**src/rtl/adder_arbiter.sv**
```systemverilog
// Round-robin arbiter that shares one external combinational adder among
// NUM_REQ requesters. At most one requester is granted per cycle. Its operands
// go out to the adder, and the sum comes back registered one cycle later,
// tagged one-hot to the requester that was granted.

// Per-requester operand gate: passes the operands only when this lane is granted,
// so the top level can OR-reduce all lanes into the shared adder inputs.
module adder_arbiter_lane #(
  parameter int WIDTH = 16
) (
  input  logic             gnt,
  input  logic [WIDTH-1:0] a,
  input  logic [WIDTH-1:0] b,
  output logic [WIDTH-1:0] a_m,
  output logic [WIDTH-1:0] b_m
);
  assign a_m = gnt ? a : '0;
  assign b_m = gnt ? b : '0;
endmodule

module adder_arbiter #(
  parameter int WIDTH   = 16,
  parameter int NUM_REQ = 3,
  parameter int PTR_W   = 2
) (
  input  logic                     clk,
  input  logic                     rst,
  input  logic [NUM_REQ-1:0]       req,
  input  logic [NUM_REQ*WIDTH-1:0] req_a,
  input  logic [NUM_REQ*WIDTH-1:0] req_b,
  input  logic                     stall,
  output logic [NUM_REQ-1:0]       gnt,
  output logic [WIDTH-1:0]         add_a,
  output logic [WIDTH-1:0]         add_b,
  input  logic [WIDTH-1:0]         add_result,
  output logic [NUM_REQ-1:0]       rsp_valid,
  output logic [WIDTH-1:0]         rsp_data
);

  logic [PTR_W-1:0]                  prio_ptr;
  logic [PTR_W-1:0]                  sel;
  logic [PTR_W-1:0]                  nxt_ptr;
  logic                              hit;
  int                                idx;
  logic [NUM_REQ-1:0][WIDTH-1:0]     ops_a, ops_b;
  logic [NUM_REQ-1:0][WIDTH-1:0]     msk_a, msk_b;

  assign ops_a = req_a;
  assign ops_b = req_b;

  // Cyclic priority scan starting at prio_ptr. The loop runs from the farthest
  // position back toward prio_ptr, so the last match written is the nearest one.
  // Reset and stall both suppress the grant.
  always_comb begin
    sel = '0;
    hit = 1'b0;
    idx = 0;
    gnt = '0;
    for (int k = NUM_REQ - 1; k >= 0; k--) begin
      idx = int'(prio_ptr) + k;
      if (idx >= NUM_REQ) idx = idx - NUM_REQ;
      if (req[idx]) begin
        sel = PTR_W'(idx);
        hit = 1'b1;
      end
    end
    if (hit && !stall && !rst) gnt[sel] = 1'b1;
  end

  // The pointer moves to the slot just past the winner. The last slot wraps to 0.
  assign nxt_ptr = (sel == PTR_W'(NUM_REQ - 1)) ? '0 : sel + PTR_W'(1);

  for (genvar i = 0; i < NUM_REQ; i++) begin : g_lane
    adder_arbiter_lane #(.WIDTH(WIDTH)) u_lane (
      .gnt (gnt[i]),
      .a   (ops_a[i]),
      .b   (ops_b[i]),
      .a_m (msk_a[i]),
      .b_m (msk_b[i])
    );
  end

  // OR-merge the gated lanes. Because the grant is one-hot, this acts as a mux,
  // and the result is zero when no requester is granted.
  always_comb begin
    add_a = '0;
    add_b = '0;
    for (int i = 0; i < NUM_REQ; i++) begin
      add_a = add_a | msk_a[i];
      add_b = add_b | msk_b[i];
    end
  end

  // Capture the sum one cycle after the grant and advance the pointer. When there
  // is no grant, the data and the pointer hold.
  always_ff @(posedge clk) begin
    if (rst) begin
      prio_ptr  <= '0;
      rsp_valid <= '0;
      rsp_data  <= '0;
    end else begin
      rsp_valid <= gnt;
      if (|gnt) begin
        rsp_data <= add_result;
        prio_ptr <= nxt_ptr;
      end
    end
  end

endmodule

```
**config.mk**
```make
export PLATFORM = sky130hd
export DESIGN_NAME = adder_arbiter
export DESIGN_NICKNAME = d
export VERILOG_FILES = /design/src/rtl/adder_arbiter.sv
export SDC_FILE = /design/constraint.sdc
export NUM_CORES = 1
export LEC_CHECK = 0
export ABC_AREA = 1
export BUFFER_PORTS_ARGS = -buffer_cell sky130_fd_sc_hd__buf_2
export CAP_MARGIN = 30
export CORE_MARGIN = 5
export CORE_UTILIZATION = 41
export CTS_BUF_LIST = sky130_fd_sc_hd__clkbuf_4 sky130_fd_sc_hd__clkbuf_8
export DETAILED_ROUTE_END_ITERATION = 7
export PLACE_DENSITY = 0.95
export SLEW_MARGIN = 20
export SYNTH_ARGS = -nofsm -noshare
export SYNTH_HDL_FRONTEND = slang
export SYNTH_SLANG_ARGS = --single-unit
export TNS_END_PERCENT = 30
```
**constraint.sdc**
```tcl
create_clock -name clk -period 3.7 [get_ports clk]
set_input_delay 0 -clock clk [delete_from_list [all_inputs] [get_ports clk]]
set_output_delay 0 -clock clk [all_outputs]
set_load 0.05 [all_outputs]
```
### After elaboration in Yosys (flattened, before gate mapping)

Cells that the tools add are included.
W data, S select, Z words.

* add/subtract/negate cells: 6
* mux-type cells: 28
* reductions and logical operators: 6
* bitwise operators: 4
* magnitude comparators: 8
* eq/ne operators: 1

Operator list (count)
* $lt A32 B4 Y1 const B: 3
* $mux W16: 6
* $mux W32: 3
* $or A16 B16 Y16: 4
* $mux W1: 10
* $mux W2: 4
* $sub A3 B2 Y4 const B: 2
* $bmux W1 S2: 3
* $ge A3 B2 Y1 const B: 2
* $add A2 B1 Y3 const B: 1
* $add A2 B2 Y3 const B: 1
* $logic_and A1 B1 Y1: 3
* $lt A2 B3 Y1 const B: 1
* $mux W3: 1
* $reduce_or A3 Y1: 1
* $sub A2 B2 Y3 const B: 1
* $add A2 B1 Y2 const B: 1
* $demux W1 S2: 1
* $eq A2 B2 Y1 const B: 1
* $ge A2 B1 Y1 const B: 1
* $ge A2 B2 Y1 const B: 1
* $logic_not A1 Y1: 2

* word-level logic and storage cells: 56
* output and inout bits: 54
* register bits: 21
* input bits: 118

### Longest topological paths before layout

Gate-level depths: netlist of run 1.

* word-level depth: 17
* mapped depth: 12
* depth with buffers taken out: 11

### Cells and area by module

A second synthesis of run 1 with hierarchy kept.

* cell total of the unflattened synthesis: 360
* area total of the unflattened synthesis: 2000.7 um^2

Modules (own cells, without submodules)
* adder_arbiter: seq. area each 420.4 um^2, cells each 159, instances 1, area each 1178.6 um^2
* adder_arbiter_lane: seq. area each 0.0 um^2, cells each 67, instances 3, area each 274.0 um^2

### Worst setup path after synthesis of run 1

No wires, ideal clock.

* path kind: register to output
* start: register prio_ptr[0]
* end: output add_a[1]
* arrival time: 1.985 ns
* path slack: 1.715 ns
* data required time: 3.700 ns
* buffers on the path: 1
* stages on the path, launching flop included: 11
* path through: dfxtp_1 inv_1 ha_1 inv_1 nand3_1 nand3_1 nand2_1 a21oi_4 buf_2 nand4_1 nand3_1

* longest elaborated chain between the ends: 17
* elaborated cells between the ends (all ways): 39
* classes of those cells: add/sub (5); order compare (5); mux (24); bitwise (2); reduce/logical (3)

RTL lines
* start: declaration: RTL line 40 `logic [PTR_W-1:0] prio_ptr;`
* start signal: assignment: RTL line 105 `prio_ptr <= nxt_ptr;`
* $add A2 B2 Y3: RTL line 60 `idx = int'(prio_ptr) + k;`
* $sub A3 B2 Y4 or $ge A3 B2 Y1 (tied branches): RTL line 61 `if (idx >= NUM_REQ) idx = idx - NUM_REQ;`
* $mux W32: RTL line 61
* $bmux W1 S2: RTL line 62 `if (req[idx]) begin`
* $mux W1 (not written as such) (2 in series): RTL line 62
* $mux W2 (3 in series): RTL line 62
* $lt A2 B3 Y1 (not written as such) or $ge A2 B1 Y1 (tied branches): RTL line 67 `if (hit && !stall && !rst) gnt[sel] = 1'b1;`
* $logic_and A1 B1 Y1 (not written as such): RTL line 67
* $mux W1 (not written as such): RTL line 67
* $demux W1 S2: RTL line 67
* $mux W3 (*): RTL line 67
* $mux W16: RTL line 17 `assign a_m = gnt ? a : '0;`
* $or A16 B16 Y16: RTL line 89 `add_a = add_a | msk_a[i];`
* $or A16 B16 Y16 (*): RTL line 89
* end: declaration: RTL line 33 `output logic [WIDTH-1:0] add_a,`

Mark *: on every way between the ends. The rest lies on a longest branch, timed or not. The select of a mux whose other input is x is not followed.

### Worst setup path after layout of run 1

* start: register prio_ptr[0]
* end: output add_b[7]

* longest elaborated chain between the ends: 17
* elaborated cells between the ends (all ways): 39
* classes of those cells: add/sub (5); order compare (5); mux (24); bitwise (2); reduce/logical (3)

RTL lines
* $add A2 B2 Y3: RTL line 60
* $sub A3 B2 Y4 or $ge A3 B2 Y1 (tied branches): RTL line 61
* $mux W32: RTL line 61
* $bmux W1 S2: RTL line 62
* $mux W1 (not written as such) (2 in series): RTL line 62
* $mux W2 (3 in series): RTL line 62
* $lt A2 B3 Y1 (not written as such) or $ge A2 B1 Y1 (tied branches): RTL line 67
* $logic_and A1 B1 Y1 (not written as such): RTL line 67
* $mux W1 (not written as such): RTL line 67
* $demux W1 S2: RTL line 67
* $mux W3 (*): RTL line 67
* $mux W16: RTL line 18 `assign b_m = gnt ? b : '0;`
* $or A16 B16 Y16: RTL line 90 `add_b = add_b | msk_b[i];`
* $or A16 B16 Y16 (*): RTL line 90
* end: declaration: RTL line 34 `output logic [WIDTH-1:0] add_b,`

Marks and branches as above.

==> impl_metrics.yaml, run 1 <==
outcome:
  status: "finished, final reports clean"
floorplan:
  ioPinCount: 172
  rows: 24
  die_y_um: 76.3
  coreArea_um2: 4290
  die_x_um: 76.3
  start_util: 0.419
  die_area_um2: 5820
logic_synthesis:
  synth.most_common_cell: "nand4_1"
  async_reset_ff_frac: 0
  synth_top_cell_by_area: "dfxtp_1"
  netlist_instances: 279
  synth_area_um2: 1800
  ys_types: 23
  synth.net_count: 399
  synth-edff-count: 0
  ys.flop_type: "dfxtp_1"
  synth_top_area_frac: 0.233
  ys_seq_elements: 21
  avgSynthCellArea_um2: 6.45
  synthTopCellsByArea: "dfxtp_1 (23%), nand4_1 (22%), nand3_1 (12%)"
  synth_seq_area_share: 0.233
  yosys-top-cells-count: "nand4_1 (64), nand3_1 (42), nand2_1 (41)"
  yosys_warnings: 0
pwr:
  power_switching_w: 0.000561
  seqPwrFrac: 0.242
  ir_drop_v: 0.000196
  internal-power_w: 0.000495
  switching_share: 0.531
  power.share.clock: 0.138
  combPwrFrac: 0.619
  power_density_nw_per_um2: 376
  power.leakage_nw: 1.51
critical_path:
  slowest_delay_ps: 710
  crit_top_cell: "nand3_1"
  worstPathMaxFanout: 35
  path_cells: "inv_1, ha_1, inv_1, nand3_1, nand3_1, nand2_1, a21oi_4, nor2_4, nand2_1, nand3_1, buf_2"
  required_ps: 3700
  worst_r2r_path_depth: 9
  arrival_ps: 2950
  reg2reg_setup_slack_ps: 1180
  r2r_start: "prio_ptr[0]$_SDFFE_PP0P_"
  cpMaxStageDelayCell: "a21oi_4"
  crit_type: "flop to primary output"
  cp-end-kind: "primary output"
  start_kind: "flop"
  rr_endpoint: "prio_ptr[0]$_SDFFE_PP0P_"
placement:
  dpl.cell_count: 475
  dpl_cell_area_um2: 2580
  io_buffers: 171
  hpwl_mm: 5.13
  place_congestion: 0.897
min_path:
  worstHoldEndpoint: "rsp_data[1]$_SDFFE_PP0P_"
  min_path_cells: 3
  hp-start: "add_result[1]"
  hp-class: "primary input to flop"
finish:
  final.fill_count: 382
  syn2layout_area_growth_pct: 55.8
  design_area_um2: 2810
  insertedDiodeCount: 0
  nets: 565
  drive_above_1_share: 0.435
  final_cell_count_no_fill: 496
global_routing:
  grt_usage: 0.226
  overflow: 0
  grt_max_degree: 83
  grt_pass1_vias: 2512
  grt_first_pass_wirelength_mm: 11.5
  antenna_found_initial: 0
timing:
  fmax_mhz: 339
  setup_viol: 0
  hold_viol: 0
  worst_pin_slew_ps: 886
  fin_crit_ps: 2950
  slew_viol_final: 0
  slew_headroom: 0.408
  rsz0062_at_grt: "false"
  fin_crit_sh: 0.798
  clock_skew_ps: 3.36
  fin_tns_setup_ps: 0
clock_tree:
  clk_path_buf_depth: 2
  tritoncts.num_buffers: 3
  clk_latency_ps: 260
  post_cts_buffers: 0
  clock-sinks: 21
  cts_resized: 0
  cts.clk_slew.worst_paths_ps: 70
  clock-root-buffer: "clkbuf_8"
  htree_levels: 1
  cts_tree: "built"
route:
  wl_mm: 7.15
  first_pass_iters: 4
  vias: 2673
  drc: 0
  ant_nets: 0
  vias_per_cell: 5.39
  drtIter0Drc: 175
  routedWlPerCell_um: 14.4
job:
  max-cap-violations: 0
==> layer usage <==
metal | part of all wire | vias to the layer above | GRT usage
met5 | 0 | - | 0
met4 | 0.022 | 0 | 0.0629
met3 | 0.094 | 17 | 0.0650
met2 | 0.52 | 132 | 0.420
met1 | 0.37 | 1193 | 0.248
li1 | - | 1331 | -
==> state kept, by name (all words and copies together), names as in the netlist <==
name	count
prio_ptr	2
rsp_data	16
rsp_valid	3
==> critical path, delay by kind of cell, from the launching register on <==
kind | cells | cell delay, ps
simple gates | 6 | 890
compound gates | 1 | 710
buf+inv | 3 | 370
flops | 1 | 350
fa+ha+maj | 1 | 330
==> logic make-up after synthesis <==
group / count (synthesis) / synth area share
buf+inv: 40 / 0.110
simple gates: 192 / 0.551
compound gates: 24 / 0.0910
flops: 21 / 0.233
fa+ha+maj: 2 / 0.0139
==> power groups by stage <==
| stage | Sequential (W) | Clock, W | Combinational (W) |
|---|---|---|---|
| 2_1_floorplan | 0.000323 | 0 | 0.000422 |
| 3_3_place_gp | 0.000260 | 0 | 0.000628 |
| 3_5_place_dp | 0.000261 | 0 | 0.000632 |
| 4_1_cts | 0.000256 | 0.000151 | 0.000647 |
| 5_1_grt | 0.000258 | 0.000160 | 0.000698 |
| 6_report | 0.000256 | 0.000146 | 0.000654 |
==> cell usage in the layout, fill, tap and decap left out <==
cell type and n:
nand3_4 1, nand2_2 3, nand3_1 42, nand3_2 1, nand4_1 64, nand2_1 41
o21ai_2 1, o21ai_4 2, buf_4 2, inv_2 2, buf_12 1, o21ai_1 16
a21oi_1 2, nor2_4 2, a21oi_4 1, nor2_8 1, nor2_1 37, inv_1 9
a21boi_2 1, clkbuf_8 3, buf_2 171, dlygate4sd3_1 16, o21ai_0 1, clkinv_2 1
ha_1 2, dfxtp_1 21
==> worst max-delay path by stage <==
| stage | from | to | cells past startpoint | slack, ps |
|---|---|---|---|---|
| 6_report | prio_ptr[0]$_SDFFE_PP0P_ | add_b[7] | 11 | 750 |
| 5_1_grt | prio_ptr[0]$_SDFFE_PP0P_ | add_b[7] | 11 | 480 |
| 4_1_cts | prio_ptr[0]$_SDFFE_PP0P_ | add_a[0] | 11 | 750 |
| 3_5_place_dp | prio_ptr[0]$_SDFFE_PP0P_ | add_b[7] | 11 | 1050 |
| 3_3_place_gp | prio_ptr[0]$_SDFFE_PP0P_ | add_a[3] | 11 | 1130 |
| 2_1_floorplan | prio_ptr[0]$_SDFFE_PP0P_ | add_a[1] | 10 | 1710 |
==> final cells by class <==
cell class              count  area, µm²  share of cell area
clock buffers               3       41.3              0.0147
clock inverters             1       5.00             0.00178
multi-input cells         218       1180               0.421
flip-flops and latches     21        420               0.150
repair buffers            190       1050               0.375
well taps                  52       65.1              0.0232
inverters                  11       41.3              0.0147
==> metrics by stage <==
step,setup slack (ps),total power [W],util,hold slack (ps)
floorplan,1710,0.000745,-,69.1
finish,746,0.00106,0.653,18.1
CTS,753,0.00105,0.649,8.57
detailed placement,1050,0.000893,0.601,213
global placement,1130,0.000887,0.601,200
global route,484,0.00112,0.653,17.6
==> repair_timing <==
| item | 4_1_cts | 5_1_grt |
|---|---|---|
| setup endpoints to repair | 0 | 0 |
| hold buffers | 16 | 0 |
| endpoints found under the hold margin | 17 | 0 |
Note: power is estimated with default switching activity, not from simulation.
==> run 2: changes to the inputs <==
--- a/config.mk
+++ b/config.mk
@@ -9,10 +9,10 @@
 export BUFFER_PORTS_ARGS = -buffer_cell sky130_fd_sc_hd__buf_2
 export CAP_MARGIN = 30
 export CORE_MARGIN = 5
-export CORE_UTILIZATION = 41
+export CORE_UTILIZATION = 34
 export CTS_BUF_LIST = sky130_fd_sc_hd__clkbuf_4 sky130_fd_sc_hd__clkbuf_8
 export DETAILED_ROUTE_END_ITERATION = 7
-export PLACE_DENSITY = 0.95
+export PLACE_DENSITY = 0.91
 export SLEW_MARGIN = 20
 export SYNTH_ARGS = -nofsm -noshare
 export SYNTH_HDL_FRONTEND = slang
==> constraint.sdc (replaced) <==
create_clock -name clk -period 2.5 [get_ports clk]
set_input_delay 0 -clock clk [delete_from_list [all_inputs] [get_ports clk]]
set_output_delay 0 -clock clk [all_outputs]
set_load 0.05 [all_outputs]
==> impl_metrics.yaml, run 2 (synthesis gave the netlist of run 1 again) <==
outcome:
  status: "complete, but fails checks"
  violations: "hold timing"
finish:
  largest_reg_flops: 16
  drive_above_1_share: 0.463
  nets: 577
  reg_top3: "rsp_data (16), rsp_valid (3), prio_ptr (2)"
  design_area_um2: 3120
  final_common_cell: "buf_2"
  regMostFlops: "rsp_data"
  final_cell_count_no_fill: 526
  syn2layout_area_growth_pct: 73.5
  layout_common_cells: "buf_2 (142), nand4_1 (64), nand2_1 (41)"
  final.fill_count: 471
  fin_util: 0.608
  insertedDiodeCount: 0
critical_path:
  cp-end-kind: "primary output"
  crit_type: "flop to primary output"
  rr_endpoint: "prio_ptr[0]$_SDFFE_PP0P_"
  worstPathMaxFanout: 8
  reg2reg_setup_slack_ps: 460
  required_ps: 2500
  worst_r2r_path_depth: 11
  endpoint: "add_a[15]"
  arrival_ps: 2370
  startpoint: "prio_ptr[0]$_SDFFE_PP0P_"
  start_kind: "flop"
  r2r_start: "prio_ptr[0]$_SDFFE_PP0P_"
timing:
  fin_crit_ps: 2370
  hold_viol: 1
  setup_viol: 0
  slew_headroom: 0.738
  whs_ps: -1.82
  fin_crit_sh: 0.947
  clock_skew_ps: 6.14
  worst_pin_slew_ps: 392
  fmax_mhz: 422
  slew_viol_final: 0
  fin_tns_setup_ps: 0
route:
  drc: 0
  ant_nets: 0
  vias: 2762
  first_pass_iters: 4
  drtIter0Drc: 121
  wl_mm: 7.71
  routedWlPerCell_um: 14.7
  vias_per_cell: 5.25
clock_tree:
  clock-root-buffer: "clkbuf_8"
  clock-sinks: 21
  clk_latency_ps: 250
  htree_levels: 1
  tritoncts.num_buffers: 3
  cts.clk_slew.worst_paths_ps: 70
  cts_tree: "built"
  clk_path_buf_depth: 2
floorplan:
  coreArea_um2: 5140
  die_y_um: 82.8
  die_area_um2: 6850
  rows: 26
  ioPinCount: 172
  die_x_um: 82.8
  start_util: 0.350
pwr:
  power.leakage_nw: 1.61
  power_switching_w: 0.000862
  seqPwrFrac: 0.219
  power.share.clock: 0.127
  internal-power_w: 0.000864
  ir_drop_v: 0.000315
  switching_share: 0.500
  power_density_nw_per_um2: 553
  combPwrFrac: 0.654
min_path:
  hp-start: "add_result[4]"
  hp-class: "primary input to flop"
global_routing:
  grt_first_pass_wirelength_mm: 10.8
  antenna_found_initial: 0
  grt_max_degree: 46
  grt_usage: 0.197
  overflow: 0
  grt_pass1_vias: 2582
placement:
  io_buffers: 171
  dpl_cell_area_um2: 2680
  place_congestion: 0.764
  dpl.cell_count: 499
  hpwl_mm: 5.55
job:
  max-cap-violations: 0
run 2: worst min path at each step:
stage	end	slack [ps]	cells after the start
final	rsp_data[4]$_SDFFE_PP0P_	-2	3
after global routing	rsp_data[10]$_SDFFE_PP0P_	10	3
after CTS	rsp_data[4]$_SDFFE_PP0P_	4	3
after detailed placement	prio_ptr[1]$_SDFFE_PP0P_	210	2
after global placement	prio_ptr[1]$_SDFFE_PP0P_	210	2
after floorplan	prio_ptr[0]$_SDFFE_PP0P_	70	1
run 2: timing repair:
item,CTS,global route
gates cloned,1,2
buffers inserted,0,8
hold buffers,12,0
pin swaps,1,5
hold endpoints to repair,13,0
resized for setup,6,43
setup endpoints to repair,33,33
run 2: worst max-delay path, stage by stage, from the launching register on:
cell	delay, ps
dfxtp_1	360
inv_1	50
ha_1	330
inv_1	140
nand3_2	130
nand3_1	90
nand2_1	100
a21oi_4	180
buf_12	150
clkbuf_16	150
nand4_1	110
nand3_1	90
clkbuf_4	230
run 2: power by group through the flow:
stage,clock network [W],registers [W],logic [W]
6_report,0.000219,0.000378,0.00113
5_1_grt,0.000243,0.000381,0.00120
4_1_cts,0.000230,0.000378,0.00102
3_5_place_dp,0,0.000386,0.000989
3_3_place_gp,0,0.000384,0.000970
2_1_floorplan,0,0.000478,0.000624
run 2: stage by stage:
stage | power, W | setup slack [ps]
floorplan | 0.00110 | 515
global placement | 0.00135 | 269
global route | 0.00183 | -36.1
CTS | 0.00163 | 1.79
detailed placement | 0.00137 | 102
finish | 0.00173 | 132
run 2: final cells by class:
class,count,area (µm²),share of cell area
repair buffers,201,1310,0.419
multi-input cells,219,1220,0.389
flip-flops and latches,21,420,0.135
well taps,70,87.6,0.0280
clock buffers,4,48.8,0.0156
inverters,11,41.3,0.0132
run 2: routing by layer:
layer  up-vias  track usage  wire length (µm)
met5         -            0                 0
met4         0       0.0654               108
met3        12       0.0313               701
met2       145        0.388              4080
met1      1250        0.209              2820
li1       1355            -                 -
==> run 3: changes to the inputs <==
--- a/config.mk
+++ b/config.mk
@@ -9,10 +9,10 @@
 export BUFFER_PORTS_ARGS = -buffer_cell sky130_fd_sc_hd__buf_2
 export CAP_MARGIN = 30
 export CORE_MARGIN = 5
-export CORE_UTILIZATION = 34
+export CORE_UTILIZATION = 38
 export CTS_BUF_LIST = sky130_fd_sc_hd__clkbuf_4 sky130_fd_sc_hd__clkbuf_8
 export DETAILED_ROUTE_END_ITERATION = 7
-export PLACE_DENSITY = 0.91
+export PLACE_DENSITY = 0.95
 export SLEW_MARGIN = 20
 export SYNTH_ARGS = -nofsm -noshare
 export SYNTH_HDL_FRONTEND = slang
==> constraint.sdc (replaced) <==
create_clock -name clk -period 2.2 [get_ports clk]
set_input_delay 0 -clock clk [delete_from_list [all_inputs] [get_ports clk]]
set_output_delay 0 -clock clk [all_outputs]
set_load 0.05 [all_outputs]
==> impl_metrics.yaml, run 3 (synthesis gave the netlist of run 1 again) <==
finish:
  reg_top3: "rsp_data (16), rsp_valid (3), prio_ptr (2)"
  regMostFlops: "rsp_data"
  insertedDiodeCount: 0
  layout_common_cells: "buf_2 (138), nand4_1 (64), nor2_1 (36)"
  nets: 586
  design_area_um2: 3830
  final_common_cell: "buf_2"
  fin_util: 0.821
  final.fill_count: 291
  largest_reg_flops: 16
  drive_above_1_share: 0.606
  syn2layout_area_growth_pct: 113
timing:
  whs_ps: 12.4
  fin_tns_setup_ps: -72.8
  fin_crit_ps: 2220
  slew_viol_final: 0
  hold_viol: 0
  fmax_mhz: 450
  setup_viol: 5
  worst_pin_slew_ps: 404
  clock_skew_ps: 10.8
  slew_headroom: 0.731
  rsz0062_at_grt: "true"
  layout_setup_ws_ps: -20.3
  fin_crit_sh: 1.01
global_routing:
  grtUsageMet1: 0.285
  overflow: 0
  grt_max_degree: 34
  top_usage_layer: "met2"
  grt_util_met2: 0.463
  antenna_found_initial: 0
  grt_usage: 0.253
  grt_pass1_vias: 2891
  grt_first_pass_wirelength_mm: 12.9
  grtUsageMet3: 0.0397
critical_path:
  startpoint: "prio_ptr[0]$_SDFFE_PP0P_"
  worstPathMaxFanout: 8
  slowest_delay_ps: 370
  arrival_ps: 2220
  start_kind: "flop"
  cp-end-kind: "primary output"
  reg2reg_setup_slack_ps: 350
  path_cells: "inv_2, ha_4, buf_6, o21ai_4, nand2_4, nand2_4, o21ai_4, nor2_4, clkbuf_16, nand2_1, nand3_2, buf_8"
  cpMaxStageDelayCell: "dfxtp_4"
  crit_type: "flop to primary output"
  worst_r2r_path_depth: 12
  required_ps: 2200
  rr_endpoint: "rsp_data[4]$_SDFFE_PP0P_"
  endpoint: "add_a[14]"
  r2r_start: "prio_ptr[0]$_SDFFE_PP0P_"
clock_tree:
  cts.clk_slew.worst_paths_ps: 80
  clock-root-buffer: "clkbuf_8"
  clock-sinks: 21
  cts_tree: "built"
  htree_levels: 1
  clk_path_buf_depth: 2
  clk_latency_ps: 250
  tritoncts.num_buffers: 3
route:
  vias_per_cell: 5.87
  routedWlPerCell_um: 19.4
  vias: 3046
  drtIter0Drc: 249
  ant_nets: 0
  wl_mm: 10.1
  first_pass_iters: 5
  drc: 0
floorplan:
  die_area_um2: 6210
  coreArea_um2: 4660
  ioPinCount: 172
  die_x_um: 78.8
  start_util: 0.386
  die_y_um: 78.8
  rows: 25
pwr:
  seqPwrFrac: 0.190
  power_density_nw_per_um2: 596
  switching_share: 0.491
  combPwrFrac: 0.705
  power_switching_w: 0.00112
  ir_drop_v: 0.000301
  fin_total_pwr_w: 0.00228
  internal-power_w: 0.00116
  power.share.clock: 0.105
  power.leakage_nw: 1.98
outcome:
  violations: "setup timing"
  status: "complete, but fails checks"
min_path:
  hp-class: "primary input to flop"
placement:
  hpwl_mm: 5.49
  io_buffers: 171
  dpl_cell_area_um2: 2700
  place_congestion: 0.912
job:
  max-cap-violations: 0
[run 3: what timing repair did]
item,4_1_cts,5_1_grt
cloned,2,7
hold buffers,10,1
resized for setup,76,108
pin swaps,7,32
buffers inserted,3,7
hold endpoints to repair,11,1
setup endpoints to repair,33,34
[run 3: critical path, delay by kind of cell (launching register included)]
family / cells / cell delay (ps)
AO/OA/AOI/OAI: 2 / 140
adder cells (fa/ha/maj): 1 / 270
buffers and inverters: 4 / 540
flip-flops: 1 / 370
AND/OR/NAND/NOR: 5 / 630
[run 3: per-layer routing]
| layer | up-vias | share of wire |
|---|---|---|
| met2 | 241 | 0.51 |
| met1 | 1376 | 0.36 |
| met3 | 52 | 0.086 |
| met5 | - | 0 |
| li1 | 1377 | - |
| met4 | 0 | 0.047 |
[run 3: layout make-up]
cell class	count	area (µm²)	area share
Timing Repair Buffer	211	1720	0.450
Multi-Input combinational cell	218	1520	0.396
Sequential cell	21	428	0.112
Tap cell	54	67.6	0.0177
Inverter	11	48.8	0.0127
Clock buffer	3	41.3	0.0108
Clock inverter	1	5.00	0.00131
[run 3: power groups by stage]
stage          combinational (W)  clock (W)  sequential (W)
3_3_place_gp             0.00112          0        0.000436
3_5_place_dp             0.00114          0        0.000439
5_1_grt                  0.00168   0.000271        0.000437
2_1_floorplan           0.000710          0        0.000544
4_1_cts                  0.00132   0.000247        0.000432
6_report                 0.00161   0.000240        0.000433
[run 3: worst min path at each step]
stage | start | to | slack (ps) | depth (start not counted)
after floorplan | rst | prio_ptr[0]$_SDFFE_PP0P_ | 70 | 1
after global placement | rst | prio_ptr[1]$_SDFFE_PP0P_ | 210 | 2
after detailed placement | rst | prio_ptr[1]$_SDFFE_PP0P_ | 210 | 2
after CTS | add_result[1] | rsp_data[1]$_SDFFE_PP0P_ | 0.4 | 3
after global routing | add_result[4] | rsp_data[4]$_SDFFE_PP0P_ | 20 | 3
final | add_result[14] | rsp_data[14]$_SDFFE_PP0P_ | 10 | 3
[run 3: per-stage QoR]
stage	std cells	setup slack (ps)
after floorplan	279	215
after global routing	519	-146
after CTS	504	0.916
final	519	-20.3
after global placement	485	140
after detailed placement	485	22.0
